### src/rtl/ysyx_25040118_mem_arbiter_if.sv
// Bundle of IFU, LSU and memory-side signals around the shared memory port.
// master: the arbiter itself; slave: the clients and memory adapter facing it.
interface ysyx_25040118_mem_arbiter_if;
    logic        ifu_req_valid;
    logic        ifu_req_ready;
    logic [31:0] ifu_addr;
    logic        ifu_resp_valid;
    logic [31:0] ifu_rdata;
    logic        ifu_resp_err;

    logic        lsu_req_valid;
    logic        lsu_req_ready;
    logic        lsu_we;
    logic [31:0] lsu_addr;
    logic [31:0] lsu_wdata;
    logic [3:0]  lsu_wmask;
    logic        lsu_resp_valid;
    logic [31:0] lsu_rdata;
    logic        lsu_resp_err;

    logic        mem_req_valid;
    logic        mem_req_ready;
    logic        mem_we;
    logic [31:0] mem_addr;
    logic [31:0] mem_wdata;
    logic [3:0]  mem_wmask;
    logic        mem_resp_valid;
    logic [31:0] mem_rdata;

    modport master (
        input  ifu_req_valid, ifu_addr,
        output ifu_req_ready, ifu_resp_valid, ifu_rdata, ifu_resp_err,
        input  lsu_req_valid, lsu_we, lsu_addr, lsu_wdata, lsu_wmask,
        output lsu_req_ready, lsu_resp_valid, lsu_rdata, lsu_resp_err,
        output mem_req_valid, mem_we, mem_addr, mem_wdata, mem_wmask,
        input  mem_req_ready, mem_resp_valid, mem_rdata
    );

    modport slave (
        output ifu_req_valid, ifu_addr,
        input  ifu_req_ready, ifu_resp_valid, ifu_rdata, ifu_resp_err,
        output lsu_req_valid, lsu_we, lsu_addr, lsu_wdata, lsu_wmask,
        input  lsu_req_ready, lsu_resp_valid, lsu_rdata, lsu_resp_err,
        input  mem_req_valid, mem_we, mem_addr, mem_wdata, mem_wmask,
        output mem_req_ready, mem_resp_valid, mem_rdata
    );
endinterface

### src/rtl/ysyx_25040118_mem_arbiter.sv
// IFU/LSU arbiter for the single memory port: round-robin on ties, one
// outstanding transaction, responses routed to the owner, timeout error.
module ysyx_25040118_mem_arbiter #(
    parameter int TIMEOUT_CYCLES = 255
) (
    input  logic                          clk,
    input  logic                          rst,
    ysyx_25040118_mem_arbiter_if.master   bus
);
    localparam int            CW      = $clog2(TIMEOUT_CYCLES + 1);
    localparam logic [CW-1:0] CNT_MAX = CW'(TIMEOUT_CYCLES);

    typedef enum logic [1:0] {IDLE, REQ, RESP} state_t;

    state_t        state_reg;
    logic          owner_reg;
    logic          last_grant_reg;
    logic          mem_req_valid_reg;
    logic          we_reg;
    logic [31:0]   addr_reg;
    logic [31:0]   wdata_reg;
    logic [3:0]    wmask_reg;
    logic [CW-1:0] cnt_reg;

    // Per-master views, index 0 = IFU, 1 = LSU.
    logic [1:0]  req_valid;
    logic [1:0]  req_we;
    logic [31:0] req_addr  [2];
    logic [31:0] req_wdata [2];
    logic [3:0]  req_wmask [2];
    logic [1:0]  grant;
    logic [1:0]  resp_valid;
    logic [1:0]  resp_err;
    logic [31:0] resp_rdata [2];

    logic idle_now;
    logic in_resp;
    logic timed_out;
    logic resp_fire;
    logic sel;

    assign req_valid    = {bus.lsu_req_valid, bus.ifu_req_valid};
    assign req_we       = {bus.lsu_we, 1'b0};
    assign req_addr[0]  = bus.ifu_addr;
    assign req_addr[1]  = bus.lsu_addr;
    assign req_wdata[0] = '0;
    assign req_wdata[1] = bus.lsu_wdata;
    assign req_wmask[0] = '0;
    assign req_wmask[1] = bus.lsu_wmask;

    // Outputs are gated by rst so the reset cycle itself presents a quiet port.
    assign idle_now  = (state_reg == IDLE) && !rst;
    assign in_resp   = (state_reg == RESP) && !rst;
    assign timed_out = (cnt_reg == CNT_MAX);
    assign resp_fire = in_resp && (bus.mem_resp_valid || timed_out);
    assign sel       = grant[1];

    generate
        for (genvar gi = 0; gi < 2; gi++) begin : g_master
            assign grant[gi]      = idle_now && req_valid[gi] &&
                                    (!req_valid[1-gi] || (last_grant_reg != 1'(gi)));
            assign resp_valid[gi] = resp_fire && (owner_reg == 1'(gi));
            assign resp_err[gi]   = resp_valid[gi] && !bus.mem_resp_valid;
            assign resp_rdata[gi] = (resp_valid[gi] && bus.mem_resp_valid) ? bus.mem_rdata : '0;
        end
    endgenerate

    always_ff @(posedge clk) begin
        if (rst) begin
            state_reg         <= IDLE;
            owner_reg         <= 1'b0;
            last_grant_reg    <= 1'b0;
            mem_req_valid_reg <= 1'b0;
            we_reg            <= 1'b0;
            addr_reg          <= '0;
            wdata_reg         <= '0;
            wmask_reg         <= '0;
            cnt_reg           <= '0;
        end else begin
            case (state_reg)
                IDLE: begin
                    if (|grant) begin
                        owner_reg         <= sel;
                        last_grant_reg    <= sel;
                        we_reg            <= req_we[sel];
                        addr_reg          <= req_addr[sel];
                        wdata_reg         <= req_wdata[sel];
                        wmask_reg         <= req_wmask[sel];
                        mem_req_valid_reg <= 1'b1;
                        state_reg         <= REQ;
                    end
                end
                REQ: begin
                    if (bus.mem_req_ready) begin
                        cnt_reg           <= '0;
                        mem_req_valid_reg <= 1'b0;
                        state_reg         <= RESP;
                    end
                end
                RESP: begin
                    if (resp_fire) begin
                        state_reg <= IDLE;
                    end else if (!timed_out) begin
                        cnt_reg <= cnt_reg + CW'(1);
                    end
                end
                default: begin
                    state_reg         <= IDLE;
                    mem_req_valid_reg <= 1'b0;
                end
            endcase
        end
    end

    assign bus.ifu_req_ready  = grant[0];
    assign bus.lsu_req_ready  = grant[1];
    assign bus.ifu_resp_valid = resp_valid[0];
    assign bus.lsu_resp_valid = resp_valid[1];
    assign bus.ifu_resp_err   = resp_err[0];
    assign bus.lsu_resp_err   = resp_err[1];
    assign bus.ifu_rdata      = resp_rdata[0];
    assign bus.lsu_rdata      = resp_rdata[1];

    assign bus.mem_req_valid  = mem_req_valid_reg && !rst;
    assign bus.mem_we         = we_reg && !rst;
    assign bus.mem_addr       = rst ? '0 : addr_reg;
    assign bus.mem_wdata      = rst ? '0 : wdata_reg;
    assign bus.mem_wmask      = rst ? '0 : wmask_reg;
endmodule

### src/flat_wrapper.sv
// flat-port wrapper written by rule: the top's interface ports become plain ports
module ysyx_25040118_mem_arbiter_flat 
#(
    parameter int TIMEOUT_CYCLES = 255
)
  (clk, rst, bus_ifu_req_valid, bus_ifu_addr, bus_ifu_req_ready, bus_ifu_resp_valid, bus_ifu_rdata, bus_ifu_resp_err, bus_lsu_req_valid, bus_lsu_we, bus_lsu_addr, bus_lsu_wdata, bus_lsu_wmask, bus_lsu_req_ready, bus_lsu_resp_valid, bus_lsu_rdata, bus_lsu_resp_err, bus_mem_req_valid, bus_mem_we, bus_mem_addr, bus_mem_wdata, bus_mem_wmask, bus_mem_req_ready, bus_mem_resp_valid, bus_mem_rdata);
  ysyx_25040118_mem_arbiter_if bus_i ();
  input  logic clk;
  input  logic rst;
  input wire logic [$bits(bus_i.ifu_req_valid)-1:0] bus_ifu_req_valid;
  input wire logic [$bits(bus_i.ifu_addr)-1:0] bus_ifu_addr;
  output wire logic [$bits(bus_i.ifu_req_ready)-1:0] bus_ifu_req_ready;
  output wire logic [$bits(bus_i.ifu_resp_valid)-1:0] bus_ifu_resp_valid;
  output wire logic [$bits(bus_i.ifu_rdata)-1:0] bus_ifu_rdata;
  output wire logic [$bits(bus_i.ifu_resp_err)-1:0] bus_ifu_resp_err;
  input wire logic [$bits(bus_i.lsu_req_valid)-1:0] bus_lsu_req_valid;
  input wire logic [$bits(bus_i.lsu_we)-1:0] bus_lsu_we;
  input wire logic [$bits(bus_i.lsu_addr)-1:0] bus_lsu_addr;
  input wire logic [$bits(bus_i.lsu_wdata)-1:0] bus_lsu_wdata;
  input wire logic [$bits(bus_i.lsu_wmask)-1:0] bus_lsu_wmask;
  output wire logic [$bits(bus_i.lsu_req_ready)-1:0] bus_lsu_req_ready;
  output wire logic [$bits(bus_i.lsu_resp_valid)-1:0] bus_lsu_resp_valid;
  output wire logic [$bits(bus_i.lsu_rdata)-1:0] bus_lsu_rdata;
  output wire logic [$bits(bus_i.lsu_resp_err)-1:0] bus_lsu_resp_err;
  output wire logic [$bits(bus_i.mem_req_valid)-1:0] bus_mem_req_valid;
  output wire logic [$bits(bus_i.mem_we)-1:0] bus_mem_we;
  output wire logic [$bits(bus_i.mem_addr)-1:0] bus_mem_addr;
  output wire logic [$bits(bus_i.mem_wdata)-1:0] bus_mem_wdata;
  output wire logic [$bits(bus_i.mem_wmask)-1:0] bus_mem_wmask;
  input wire logic [$bits(bus_i.mem_req_ready)-1:0] bus_mem_req_ready;
  input wire logic [$bits(bus_i.mem_resp_valid)-1:0] bus_mem_resp_valid;
  input wire logic [$bits(bus_i.mem_rdata)-1:0] bus_mem_rdata;
  assign bus_i.ifu_req_valid = bus_ifu_req_valid;
  assign bus_i.ifu_addr = bus_ifu_addr;
  assign bus_ifu_req_ready = bus_i.ifu_req_ready;
  assign bus_ifu_resp_valid = bus_i.ifu_resp_valid;
  assign bus_ifu_rdata = bus_i.ifu_rdata;
  assign bus_ifu_resp_err = bus_i.ifu_resp_err;
  assign bus_i.lsu_req_valid = bus_lsu_req_valid;
  assign bus_i.lsu_we = bus_lsu_we;
  assign bus_i.lsu_addr = bus_lsu_addr;
  assign bus_i.lsu_wdata = bus_lsu_wdata;
  assign bus_i.lsu_wmask = bus_lsu_wmask;
  assign bus_lsu_req_ready = bus_i.lsu_req_ready;
  assign bus_lsu_resp_valid = bus_i.lsu_resp_valid;
  assign bus_lsu_rdata = bus_i.lsu_rdata;
  assign bus_lsu_resp_err = bus_i.lsu_resp_err;
  assign bus_mem_req_valid = bus_i.mem_req_valid;
  assign bus_mem_we = bus_i.mem_we;
  assign bus_mem_addr = bus_i.mem_addr;
  assign bus_mem_wdata = bus_i.mem_wdata;
  assign bus_mem_wmask = bus_i.mem_wmask;
  assign bus_i.mem_req_ready = bus_mem_req_ready;
  assign bus_i.mem_resp_valid = bus_mem_resp_valid;
  assign bus_i.mem_rdata = bus_mem_rdata;
  ysyx_25040118_mem_arbiter #(.TIMEOUT_CYCLES(TIMEOUT_CYCLES)) u_core (.clk(clk), .rst(rst), .bus(bus_i));
endmodule
### config.mk
export PLATFORM = sky130hd
export DESIGN_NAME = ysyx_25040118_mem_arbiter_flat
export DESIGN_NICKNAME = d
export VERILOG_FILES = /design/src/rtl/ysyx_25040118_mem_arbiter_if.sv /design/src/rtl/ysyx_25040118_mem_arbiter.sv /design/src/flat_wrapper.sv
export SDC_FILE = /design/constraint.sdc
export NUM_CORES = 1
export LEC_CHECK = 0
export BUFFER_PORTS_ARGS = -buffer_cell sky130_fd_sc_hd__buf_2
export CORE_AREA = 2 2 107 109
export DETAILED_ROUTE_END_ITERATION = 16
export DIE_AREA = 0 0 109 111
export PLACE_DENSITY = 0.82
export SYNTH_ARGS = -nofsm -noshare
export SYNTH_HDL_FRONTEND = slang
export SYNTH_SLANG_ARGS = --single-unit
### constraint.sdc
create_clock -name clk -period 1.6 [get_ports clk]
set_input_delay 0.4 -clock clk [delete_from_list [all_inputs] [get_ports clk]]
set_output_delay 0.4 -clock clk [all_outputs]
set_load 0.01 [all_outputs]
Word level (Yosys, flattened, before mapping)
Index checks and enable logic that the tools add are counted.
Cells by class
  $add $sub $neg: 1
  $mul: 0
  div/mod/pow operators: 0
  $lt $le $gt $ge: 2
  equal/unequal tests: 8
  shift-type cells: 0
  muxes and demuxes: 27
  bitwise logic cells: 3
  reduce and logical (&&, ||, !) cells: 29
Operators by type and width (count)
  32-bit two-way mux: 10
  8-bit two-way mux: 3
  4-bit two-way mux: 4
  8-bit case mux with 2 select lines: 1
  1-bit logical AND: 15
  8-bit by 1-bit adder with 8-bit output, second input constant: 1
  8-bit equality test, second input constant: 1
  2-bit != test, second input constant: 4
  2-bit two-way mux: 3
  2-bit case mux with 3 select lines: 1
  3-bit AND reduction: 2
  1-bit zero test: 4
  1-bit two-way mux: 4
  4-bit AND reduction: 1
  1-bit logical OR: 3
  1-bit case mux with 3 select lines: 1
  2-bit by 1-bit equality test with 1-bit output, second input constant: 1
  2-bit equality test, second input constant: 1
  2-bit greater-or-equal comparator, second input constant: 1
  2-bit zero test: 1
  1-bit by 2-bit less-than comparator with 1-bit output, second input constant: 1
  2-bit by 1-bit != test with 1-bit output, second input constant: 1
  1-bit inverter: 2
  1-bit inverter with 2-bit output: 1
  other kinds (3): 3
Storage, ports and cells
  register bits after elaboration: 81
  latch bits: 0
  RAM bits: 0
  bits in read-only memories: 0
  input port bits: 139
  memories: 0

Logic depth before layout (Yosys ltp)
  depth in word-level cells: 8
  depth in mapped cells: 7
  depth with buffers taken out: 5

Least setup slack after synthesis
OpenSTA, ideal clock, no wires.
  kind: register to output
  start: register u_core.cnt_reg[0]
  end: output port bus_lsu_resp_err
  arrival: 1452 ps
  data required time: 1200 ps
  setup slack: -252 ps
  stages on the path, launching flop included: 6
  cell sequence: dfxtp_1 -> ha_1 -> nand3_1 -> o21ai_0 -> and3_1 -> and2_1
On the way
  word-level cells in the longest chain between the ends: 5
RTL lines
  start, declared: line ysyx_25040118_mem_arbiter.sv:23  | logic [CW-1:0] cnt_reg;
  start signal, assigned: line ysyx_25040118_mem_arbiter.sv:104  | cnt_reg <= cnt_reg + CW'(1);
  8-bit equality test: line ysyx_25040118_mem_arbiter.sv:54  | assign timed_out = (cnt_reg == CNT_MAX);
  1-bit logical OR: line ysyx_25040118_mem_arbiter.sv:55  | assign resp_fire = in_resp && (bus.mem_resp_valid || timed_out);
  1-bit logical AND: line ysyx_25040118_mem_arbiter.sv:55
  1-bit logical AND: line ysyx_25040118_mem_arbiter.sv:62  | assign resp_valid[gi] = resp_fire && (owner_reg == 1'(gi));
  net bus_lsu_resp_valid: line flat_wrapper.sv:22  | output wire logic [$bits(bus_i.lsu_resp_valid)-1:0] bus_lsu_resp_valid;
  1-bit logical AND: line ysyx_25040118_mem_arbiter.sv:63  | assign resp_err[gi] = resp_valid[gi] && !bus.mem_resp_valid;
  end, declared: line flat_wrapper.sv:24  | output wire logic [$bits(bus_i.lsu_resp_err)-1:0] bus_lsu_resp_err;
The timed path passes the listed nets, and every way through them passes these cells.

Final worst setup path
  start: register u_core.state_reg[1]
  end: output port bus_lsu_rdata[21]
On the way
  word-level cells in the longest chain between the ends: 6
RTL lines
  start, declared: line ysyx_25040118_mem_arbiter.sv:15  | state_t state_reg;
  start signal, assigned: line ysyx_25040118_mem_arbiter.sv:70  | state_reg <= IDLE;
  start signal, assigned: line ysyx_25040118_mem_arbiter.sv:90  | state_reg <= REQ;
  start signal, assigned: line ysyx_25040118_mem_arbiter.sv:97  | state_reg <= RESP;
  2-bit equality test: line ysyx_25040118_mem_arbiter.sv:53  | assign in_resp = (state_reg == RESP) && !rst;
  1-bit logical AND: line ysyx_25040118_mem_arbiter.sv:53
  1-bit logical AND: line ysyx_25040118_mem_arbiter.sv:55
  1-bit logical AND: line ysyx_25040118_mem_arbiter.sv:62
  1-bit logical AND: line ysyx_25040118_mem_arbiter.sv:64  | assign resp_rdata[gi] = (resp_valid[gi] && bus.mem_resp_valid) ? bus.mem_rdata : '0;
  32-bit two-way mux: line ysyx_25040118_mem_arbiter.sv:64
  end, declared: line flat_wrapper.sv:23  | output wire logic [$bits(bus_i.lsu_rdata)-1:0] bus_lsu_rdata;
No other way between the ends.

==> out/summary.md <==
The floorplan step set the die height to 111 µm. The tools report the portion of total power attributed to sequential cells as 37.8%. Power spread over the standard cell area amounts to 892 nW/µm². The logs give 81 for the number of sinks handled by clock tree synthesis and 22400 µm for the global-route wire length before repair.

Global routing used 24.2% of the available tracks across all layers. The clock network latency to the later pin of the worst-skew pair was 330 ps. Number of distinct library cells after synthesis: 42. After floorplanning, the core was divided into 39 placement rows. TritonCTS built the clock tree.

The number of buffers added to fix hold violations after cts is 0, and the detail-routed net length per standard cell is 16.4 µm. The total of warnings raised by yosys is 0, and the effective utilization at floorplan is 35.7%. For this run, the number of standard cells in the final layout without fillers is 956.

The final worst setup slack is -371 ps. In the routed design, unresolved DRC markers number 0. The reported net switching power was 1630 µW; the depth of the most critical reg-to-reg path was 9. The cell area after synthesis is 3950 µm², and the layout filler cell count is 914. Count of mapped cells out of synthesis: 486. The horizontal extent of the die works out to 109 µm.

The worst pin sits at a relative slew slack of 70.7%. After floorplanning, the core was sized to cover 11100 µm². The startpoint of the worst register-to-register path is u_core.state_reg[1]$_SDFFE_PP0P_.

The worst setup path is launched from a flip-flop. The critical path in this run is classified as reg2out. The switching part of the total was 26.2%; the worst setup slack for register-to-register paths was -110 ps. For hold timing, the worst endpoint is u_core.state_reg[0]$_SDFFE_PP0P_. For this design the static power due to leakage is 0.00345 µW. The share of the Yosys chip area taken by registers is 41.0%. The logs give 38.3% for the share of total power in the clock network and 4706 for the total via count after detailed routing.

The number of placed instances, taps included, is 912. For the H-tree depth reported by CTS, the log shows 3. Relative to the synthesized area, the layout overhead comes to 76.5%. The run gives 507 MHz as the highest attainable clock frequency.

Setup repair after global routing could not meet its margin everywhere. Cell internal power was estimated by the tool at 4590 µW. Part of the cycle the worst path needs: 123%. In the final timing run, aggregate negative setup slack is -25450 ps. The flow ran to the end, but the final reports show violations.

Of the total power, combinational logic draws 23.9%. The number of violations reported at the end of detailed-routing iteration 0 is 224. The tools report the count of nets after finishing as 943. The top cell types in the final layout, fill and taps aside, are sky130_fd_sc_hd__buf_2, sky130_fd_sc_hd__dfxtp_1, sky130_fd_sc_hd__nand2_1. Counting the buffers created by CTS gives 9. The run gives 626 as the number of nets produced by synthesis.

The number of endpoints with negative hold slack in the final report is 0, and the worst hold path cell count is 2. The floorplan step defined a die boundary enclosing 12100 µm². Buffer type at the clock tree root: sky130_fd_sc_hd__clkbuf_16. The endpoint arrival time on the critical path is 1570 ps. The detailed-router iteration count before antenna repair is 4, and the minimum period implied by the final worst setup slack is 1970 ps. The flip-flop cell with the highest count after synthesis is sky130_fd_sc_hd__dfxtp_1. Worst path required time: 1200 ps.

The async set or reset register ratio after synthesis is 0%. The post-detailed-route count of antenna-violating nets came out at 0. The number of enable flip-flop cells after synthesis works out to 0. At the end of the flow the core is filled with cells to 63.0%. Setup violations remaining at the end of the flow were counted as 107. The library cell used most frequently in the layout, excluding fill and tap cells, is sky130_fd_sc_hd__buf_2.

Clock-pin slew was measured on the worst setup and hold paths at 60 ps. The completed layout was analyzed and its total power is 6220 µW. After synthesis the netlist holds a flip-flop and latch count of 81. The largest fanout on the critical path came out at 8.

STA classifies the critical path endpoint as a primary output. The final max-slew violation count is 0, and the post-synthesis area per instance is 8.13 µm². Dividing the detail-routed via count by the number of cells gives 4.92.

The number of antenna violations at the first check in global routing is 7. For the total congestion overflow after global routing, the log shows 0. The maximum number of buffers from clock root to sink is 2, and the count of port buffers added during placement is 278. After legalization and detailed placement, the total HPWL measured 10300 µm. The final reports fail on setup timing. On the final layout, the worst clock skew is 5.96 ps.

For the pin with the worst max-slew slack, the measured transition is 440 ps. Reported max-cap violation count: 0. The start point of the worst hold path was bus_mem_req_ready. Worst min-delay path category: in2reg.

Placer congestion estimate: 0.824. In this run the critical register-to-register path is captured at u_core.wdata_reg[2]$_SDFFE_PP0P_. After detailed routing, the total wire length is 15700 µm. IR analysis of the VDD net gives a maximum drop of 0.565 mV. The via count of the first global-routing pass came out at 4389. During I/O placement, the number of pins put on the boundary was 279. Entering global routing, the biggest net connects 66 pins. The post-route netlist has 59.2% of its cells at a drive strength greater than 1.
per-stage QoR:
| stage | setup WS [ps] | instance area [µm²] | hold WS, ps |
|---|---|---|---|
| finish | -371 | 6970 | 281 |
| global route | -426 | 6960 | 276 |
| detailed placement | -240 | 5800 | 509 |
| CTS | -367 | 6680 | 269 |
| floorplan | -29.9 | 4080 | 436 |
| global placement | -208 | 5800 | 501 |
worst max path at each step:
stage	from	end	slack, ps	cells past startpoint
4_1_cts	u_core.state_reg[1]$_SDFFE_PP0P_	bus_lsu_resp_err	-370	6
6_report	u_core.state_reg[1]$_SDFFE_PP0P_	bus_lsu_rdata[21]	-370	5
3_3_place_gp	rst	bus_lsu_rdata[18]	-210	5
2_1_floorplan	u_core.cnt_reg[0]$_SDFFE_PP0P_	bus_lsu_resp_err	-30	5
5_1_grt	u_core.state_reg[1]$_SDFFE_PP0P_	bus_ifu_rdata[14]	-430	6
3_5_place_dp	rst	bus_lsu_rdata[3]	-240	5
synth_stat cells, types with 2 or more instances:
cell | instances | area, µm²
sky130_fd_sc_hd__inv_2 | 2 | 7.51
sky130_fd_sc_hd__nor2b_1 | 71 | 444
sky130_fd_sc_hd__nand4_1 | 2 | 12.5
sky130_fd_sc_hd__nand2b_1 | 5 | 31.3
sky130_fd_sc_hd__nor2_1 | 35 | 131
sky130_fd_sc_hd__clkbuf_1 | 17 | 63.8
sky130_fd_sc_hd__o21ai_0 | 6 | 30.0
sky130_fd_sc_hd__a31oi_1 | 32 | 200
sky130_fd_sc_hd__buf_6 | 2 | 22.5
sky130_fd_sc_hd__inv_1 | 5 | 18.8
sky130_fd_sc_hd__nor3_1 | 2 | 10.0
sky130_fd_sc_hd__clkbuf_2 | 3 | 15.0
sky130_fd_sc_hd__nand3_1 | 5 | 25.0
sky130_fd_sc_hd__buf_1 | 4 | 15.0
sky130_fd_sc_hd__o211ai_1 | 4 | 30.0
sky130_fd_sc_hd__and2_1 | 66 | 413
sky130_fd_sc_hd__buf_2 | 10 | 50.1
sky130_fd_sc_hd__a22o_1 | 37 | 324
sky130_fd_sc_hd__o311ai_0 | 2 | 17.5
sky130_fd_sc_hd__dfxtp_1 | 81 | 1620
sky130_fd_sc_hd__and3_1 | 2 | 12.5
sky130_fd_sc_hd__nor3_2 | 2 | 20.0
sky130_fd_sc_hd__nand2_1 | 70 | 263
sky130_fd_sc_hd__or4_1 | 3 | 22.5
metal layers:
layer  wire length [µm]  global-route usage, %  vias to the layer above  share of wire [%]
li1                   -                      -                     2286                  -
met1               6100                   25.2                     2185                 39
met2               8050                   45.5                      205                 51
met3               1230                   7.00                       26                7.8
met4                272                   7.61                        4                1.7
met5                 26                      0                        -               0.17
layout make-up:
type / count / area, µm² / area share, %
Clock inverter: 6 / 115 / 1.65
Sequential cell: 81 / 1630 / 23.4
Tap cell: 143 / 179 / 2.57
Inverter: 7 / 31.3 / 0.449
Antenna cell: 5 / 12.5 / 0.179
Clock buffer: 10 / 229 / 3.28
Timing Repair Buffer: 340 / 2270 / 32.5
Multi-Input combinational cell: 364 / 2510 / 36.0
power by group through the flow:
stage	registers [µW]	clock network (µW)	logic, µW
2_1_floorplan	2360	0	681
3_3_place_gp	2370	0	1190
3_5_place_dp	2380	0	1210
4_1_cts	2340	2430	1330
5_1_grt	2370	2510	1610
6_report	2350	2380	1490
kinds of logic (layout without fill, tap and decap cells):
| kind of cell | after synthesis | after routing | synth area share, % |
|---|---|---|---|
| and+or+nand+nor | 270 | 273 | 36.5 |
| AOI/OAI and AO/OA | 89 | 89 | 16.8 |
| adders and majority gates | 1 | 1 | 0.317 |
| DFF | 81 | 81 | 41.0 |
| other | 0 | 5 | 0 |
| muxes | 1 | 1 | 0.253 |
| buffers and inverters | 44 | 363 | 5.07 |
critical path, cell delays in order, from the launching register on:
cell                      delay (ps)
sky130_fd_sc_hd__dfxtp_2         320
sky130_fd_sc_hd__nor2b_4         150
sky130_fd_sc_hd__and2b_2         240
sky130_fd_sc_hd__and3_4          280
sky130_fd_sc_hd__and2_4          160
sky130_fd_sc_hd__buf_6            90
what timing repair did:
action	CTS	global route
cloned	6	5
setup buffers	8	7
pin swaps	38	22
gates resized for setup	95	56
endpoints found under the setup margin	145	169
No activity file was read; power rests on OpenSTA's default activity.
